File: src/rtl/shift_packer.sv
// shift_packer: gathers RATIO beats of IN_W bits into one OUT_W word with flush of partial words.
// Optional feature: define SHIFT_PACKER_PARITY_EN to add the out_parity port (per-lane even parity).
module shift_packer #(
    parameter int IN_W      = 8,
    parameter int RATIO     = 4,
    parameter int MSB_FIRST = 1
) (
    input  logic                         clk,
    input  logic                         res,
    input  logic [IN_W-1:0]              in_data,
    input  logic                         in_valid,
    output logic                         in_ready,
    input  logic                         flush,
    output logic [IN_W*RATIO-1:0]        out_data,
    output logic                         out_valid,
`ifdef SHIFT_PACKER_PARITY_EN
    output logic [RATIO-1:0]             out_parity,
`endif
    output logic [$clog2(RATIO+1)-1:0]   out_count,
    input  logic                         out_ready
);
    localparam int OUT_W = IN_W * RATIO;
    localparam int CNT_W = $clog2(RATIO + 1);
    localparam logic [CNT_W-1:0] LAST_LANE = CNT_W'(RATIO - 1);

    logic [OUT_W-1:0] acc_q, acc_d, out_data_q, out_data_d, acc_next_s;
    logic [CNT_W-1:0] cnt_q, cnt_d, out_count_q, out_count_d, lane_s, fill_s;
    logic             out_valid_q, out_valid_d;
    logic             out_free_s, in_ready_s, beat_s, emit_s;

`ifdef SHIFT_PACKER_PARITY_EN
    logic [RATIO-1:0] out_parity_q, out_parity_d;

    function automatic logic [RATIO-1:0] lane_parity(input logic [OUT_W-1:0] word);
        logic [RATIO-1:0] p;
        for (int j = 0; j < RATIO; j++) begin
            p[j] = ^word[j*IN_W +: IN_W];
        end
        return p;
    endfunction
`endif

    // Handshake, lane placement and emit decision for this cycle.
    always_comb begin
        out_free_s = !out_valid_q || out_ready;
        // The last lane may only be filled when the output register can take the word.
        in_ready_s = out_free_s || (cnt_q < LAST_LANE);
        beat_s     = in_valid && in_ready_s;
        lane_s     = (MSB_FIRST != 0) ? (LAST_LANE - cnt_q) : cnt_q;
        for (int j = 0; j < RATIO; j++) begin
            acc_next_s[j*IN_W +: IN_W] = (beat_s && (lane_s == CNT_W'(j))) ? in_data
                                                                          : acc_q[j*IN_W +: IN_W];
        end
        fill_s = cnt_q + CNT_W'(beat_s);
        emit_s = (beat_s && (cnt_q == LAST_LANE)) ||
                 (flush && out_free_s && (fill_s != {CNT_W{1'b0}}));
    end

    // Next-state for accumulator, lane count and output register.
    always_comb begin
        acc_d       = acc_q;
        cnt_d       = cnt_q;
        out_data_d  = out_data_q;
        out_count_d = out_count_q;
        out_valid_d = out_valid_q;
        if (emit_s) begin
            out_data_d  = acc_next_s;
            out_count_d = fill_s;
            out_valid_d = 1'b1;
            acc_d       = {OUT_W{1'b0}};
            cnt_d       = {CNT_W{1'b0}};
        end else begin
            acc_d       = acc_next_s;
            cnt_d       = fill_s;
            out_valid_d = out_valid_q && !out_ready;
        end
    end

`ifdef SHIFT_PACKER_PARITY_EN
    // Parity is captured together with the word it describes.
    always_comb begin
        if (emit_s) begin
            out_parity_d = lane_parity(acc_next_s);
        end else begin
            out_parity_d = out_parity_q;
        end
    end
`endif

    // State registers with synchronous reset.
    always_ff @(posedge clk) begin
        if (res) begin
            acc_q        <= {OUT_W{1'b0}};
            cnt_q        <= {CNT_W{1'b0}};
            out_data_q   <= {OUT_W{1'b0}};
            out_count_q  <= {CNT_W{1'b0}};
            out_valid_q  <= 1'b0;
`ifdef SHIFT_PACKER_PARITY_EN
            out_parity_q <= {RATIO{1'b0}};
`endif
        end else begin
            acc_q        <= acc_d;
            cnt_q        <= cnt_d;
            out_data_q   <= out_data_d;
            out_count_q  <= out_count_d;
            out_valid_q  <= out_valid_d;
`ifdef SHIFT_PACKER_PARITY_EN
            out_parity_q <= out_parity_d;
`endif
        end
    end

    assign in_ready   = in_ready_s;
    assign out_data   = out_data_q;
    assign out_count  = out_count_q;
    assign out_valid  = out_valid_q;
`ifdef SHIFT_PACKER_PARITY_EN
    assign out_parity = out_parity_q;
`endif

endmodule
File: config.mk
export PLATFORM = sky130hd
export DESIGN_NAME = shift_packer
export DESIGN_NICKNAME = d
export VERILOG_FILES = /design/src/rtl/shift_packer.sv
export SDC_FILE = /design/constraint.sdc
export NUM_CORES = 1
export LEC_CHECK = 0
export ABC_CLOCK_PERIOD_IN_PS = 2770
export BUFFER_PORTS_ARGS = -buffer_cell sky130_fd_sc_hd__buf_2
export CAP_MARGIN = 10
export CORE_UTILIZATION = 54
export CTS_BUF_LIST = sky130_fd_sc_hd__clkbuf_16
export DETAILED_ROUTE_END_ITERATION = 8
export GPL_TIMING_DRIVEN = 0
export HOLD_SLACK_MARGIN = 0.12
export PLACE_DENSITY_LB_ADDON = 0.2
export SYNTH_ARGS = -nofsm -noshare
export SYNTH_HDL_FRONTEND = slang
export SYNTH_SLANG_ARGS = --single-unit
File: constraint.sdc
create_clock -name clk -period 2.77 [get_ports clk]
set_input_delay 0.4155 -clock clk [delete_from_list [all_inputs] [get_ports clk]]
set_output_delay 0.4155 -clock clk [all_outputs]
set_load 0.02 [all_outputs]
==> results.txt <==
----------------------------------------------------
[Routing]
  Length of routed met3 wiring ... 232 microns
  Total number of vias ... approximately 1,700
  Initial detailed-routing violation count ... 74
  Final ANT Viol Nets ... 0
  WL/cell ... around 15 microns
  Metal-1 WL ... approximately 2300 microns
  Detail-routed via count per cell ... approximately 5.4
  Routed length on met2 ... 2310 microns
  Uppermost layer routed ... met4
  DRC errors left ... 3
  Total wire length ... 4950 microns
  Number of search-and-repair iterations in the first detailed-routing pass ... 6

[Run status]
  Result of the run ... complete, but fails checks
  Failing checks ... DRC

[Critical path]
  Endpoint kind of the worst setup timing path ... flop
  Start-to-end type of the worst setup path ... flop to flop
  Flop-to-flop setup slack ... about 0.19 ns
  Endpoint arrival time on the critical path ... between 2 and 3 ns
  Destination of the worst register-to-register timing path ... out_data[15]$_SDFFE_PP0P_
  Startpoint of the worst setup timing path ... out_valid$_SDFF_PP0_
  Worst EP required ... slightly below 3 ns
  Length in cells of the worst reg-to-reg path ... 9
  R2r startpoint ... out_valid$_SDFF_PP0_
  Critical path startpoint category ... flop
  CP max FO ... 10

[Floorplanning]
  Core Area ... roughly 0.0045 sq mm
  Total Die Area ... between 0.005 and 0.006 sq mm
  Die W ... between 70 and 80 microns
  Number of I/O pins ... 50
  Height of the die ... between 70 and 80 microns
  Num rows ... 24
  Initial Util ... about 58%

[Global routing]
  Number of antenna violations at the first check in global routing ... 0
  Largest net degree at the start of global routing ... 11
  Via count of the first global-routing pass ... about 1,600
  Global-route usage over all layers ... a little over a fifth
  Global-route wire length before repair ... 8010 microns
  Remaining global-route overflow ... 0

[STA]
  Clock period minus worst slack ... roughly 2.6 ns
  FMAX ... a little under 0.4 GHz
  RSZ-0062 raised after global routing ... false
  Worst setup skew after layout ... about 0.004 ns
  Portion of the clock cycle consumed by the worst path in the final layout ... between 90% and 100%
  Final max-slew violation count ... 0
  Post-route setup slack ... about 0.19 ns
  Worst rel slew slack ... around four fifths
  Pin slew with the least headroom to its limit ... between 0.2 and 0.3 ns
  Final hold violations ... 0
  Final-report setup violation count ... 0

[Worst hold path]
  Hold endpoint ... out_valid$_SDFF_PP0_
  Hold Crit Depth ... 2
  Hold Crit Class ... primary input to flop
  Worst Min Path Start ... res

[Logic synthesis]
  Post-synthesis cell type with the largest combined area ... dfxtp_1
  Synth Warn # ... 0
  Leading cell types by count after synthesis ... dfxtp_1 (71), mux2i_1 (32), nor2_1 (32)
  Count leader, synth ... dfxtp_1
  Async set-or-reset flop fraction in the synthesized netlist ... 0%
  Gate Count Post-Synth ... approximately 210
  Share of the synthesized area in the top cell type ... 54.8%
  Synthesized area divided by synthesized cell count ... 12.5 sq um
  Cell area after technology mapping ... between 0.002 and 0.003 sq mm
  Ranking of synthesized cells by area ... dfxtp_1 (55%), mux2i_1 (12%), o2bb2ai_2 (12%)
  Leading register cell type out of synthesis ... dfxtp_1
  Total nets after synthesis ... 222
  Number of distinct standard cells referenced by the synthesized netlist ... 27
  Seq cells post-synth ... 71
  Sequential element share of the synthesized area ... between 50% and 60%
  Number of flops mapped to enable cells by yosys ... 0

[Clock network]
  Sinks on Clock Net ... 71
  Deepest level of the CTS H-tree ... 3
  Cts hold-fix bufs ... 0
  Post-CTS Setup Bufs ... 0
  Post-CTS clock slew at the launch and capture registers of the worst setup and hold paths ... 0.05 ns
  Number of buffers created by CTS ... 9
  CTS max path bufs ... 2
  Root cell of the clock tree ... clkbuf_16
  Post-cts resize count ... 0
  Clock tree from TritonCTS ... built
  Clock latency on the worst-skew pair ... about 0.32 ns

[Cells and area]
  Area used by sequential logic in the layout ... between 0.001 and 0.0015 sq mm
  Area Overhead vs Synth ... 22.2%
  Ant. Diodes ... 0
  Finished Core Util ... 70.9%
  Filler cells ... approximately 360
  Final net count ... roughly 280
  Layout cells sized above 1 ... a little over a third
  Area of combinational cells with multiple inputs ... 0.00106 sq mm

[Job]
  Number of violations of the max-capacitance limit ... 0

[Placement]
  Worst-case setup slack after placement ... -0.0928 ns
  DP Wirelength ... approximately 3400 microns
  Routability cong. ... around 0.73
  IO Port Bufs ... a little under 50

[Pwr]
  Largest vdd supply drop ... 0.464 mV
  Static leakage power ... 1.37 nW
  Ratio of total power to cell area ... approximately 740 mW/mm^2

----------------------------------------------------
[worst max-delay path by stage]
stage	depth (start not counted)	endpoint	slack, ns
finish	9	out_data[15]$_SDFFE_PP0P_	0.19
global route	9	out_data[15]$_SDFFE_PP0P_	0.03
CTS	9	out_data[15]$_SDFFE_PP0P_	0.17
detailed placement	10	out_data[15]$_SDFFE_PP0P_	-0.09
global placement	10	out_data[7]$_SDFFE_PP0P_	-0.05
floorplan	10	out_data[0]$_SDFFE_PP0P_	0.16
[cells in the final DEF, fill, tap and decap left out, types with 2 or more instances in the layout]
cell       netlist  layout
dfxtp_1         71      71
buf_2           10      59
mux2i_1         32      32
nor2_1          32      32
o2bb2ai_2       20      20
o2bb2ai_1       12      12
clkbuf_16        0       9
and2_1           4       4
a22o_1           3       3
a21oi_1          2       2
buf_12           2       2
inv_1            1       2
nor3b_1          2       2
ha_1             2       2
clkinv_1         0       2
[routing by layer]
layer	global-route usage, %	vias up
met5	0	-
met4	9.33	0
met3	6.33	9
met2	33.2	40
met1	27.4	825
li1	-	861
[where the power goes]
| group | internal [mW] | switching (mW) | total (mW) |
|---|---|---|---|
| logic | 0.0926 | 0.155 | 0.247 |
| registers | 1.06 | 0.0171 | 1.07 |
| clock network | 0.670 | 0.368 | 1.04 |
| total | 1.82 | 0.540 | 2.36 |
[metrics by stage]
| stage | setup TNS, ns | power [mW] | instances | instance area (sq um) | hold slack [ns] |
|---|---|---|---|---|---|
| final | 0 | 2.36 | 321 | 3170 | 0.313 |
| after global routing | 0 | 2.44 | 321 | 3170 | 0.308 |
| after CTS | 0 | 2.38 | 321 | 3170 | 0.299 |
| after detailed placement | -1.78 | 1.34 | 308 | 2900 | 0.443 |
| after global placement | -0.914 | 1.34 | 308 | 2900 | 0.443 |
| after floorplan | 0 | 1.27 | 207 | 2590 | 0.456 |
[kinds of logic (layout without fill, tap and decap cells)]
kind of cell / Yosys count / count (layout) / share of synthesized area [%]
buffers and inverters: 15 / 77 / 4.34
AOI/OAI and AO/OA: 41 / 41 / 18.9
muxes: 32 / 32 / 12.3
adders and majority gates: 2 / 2 / 0.965
xor gates and xnor gates: 1 / 1 / 0.627
DFF: 71 / 71 / 54.8
and+or+nand+nor: 45 / 45 / 8.06
[registers in the layout (all words and copies together) (netlist names)]
register,flops
cnt_q,3
acc_q,32
out_data,32
out_valid,1
out_count,3
[worst max-delay path: stages, from the launching register on]
cell and delay, ns:
dfxtp_1 0.32, nand2b_1 0.14, or2_2 0.33, and2_1 0.17, ha_1 0.17, ha_1 0.35
o311ai_4 0.33, a21o_1 0.24, buf_2 0.32, o2bb2ai_2 0.09
[area by class of cell]
cell class	count	area share (%)
flip-flops and latches	71	44.8
multi-input cells	121	33.4
repair buffers	49	7.73
clock buffers	9	7.10
plain buffers	14	3.43
well taps	52	2.05
clock inverters	4	1.30
inverters	1	0.118
No activity file was read; power rests on OpenSTA's default activity.
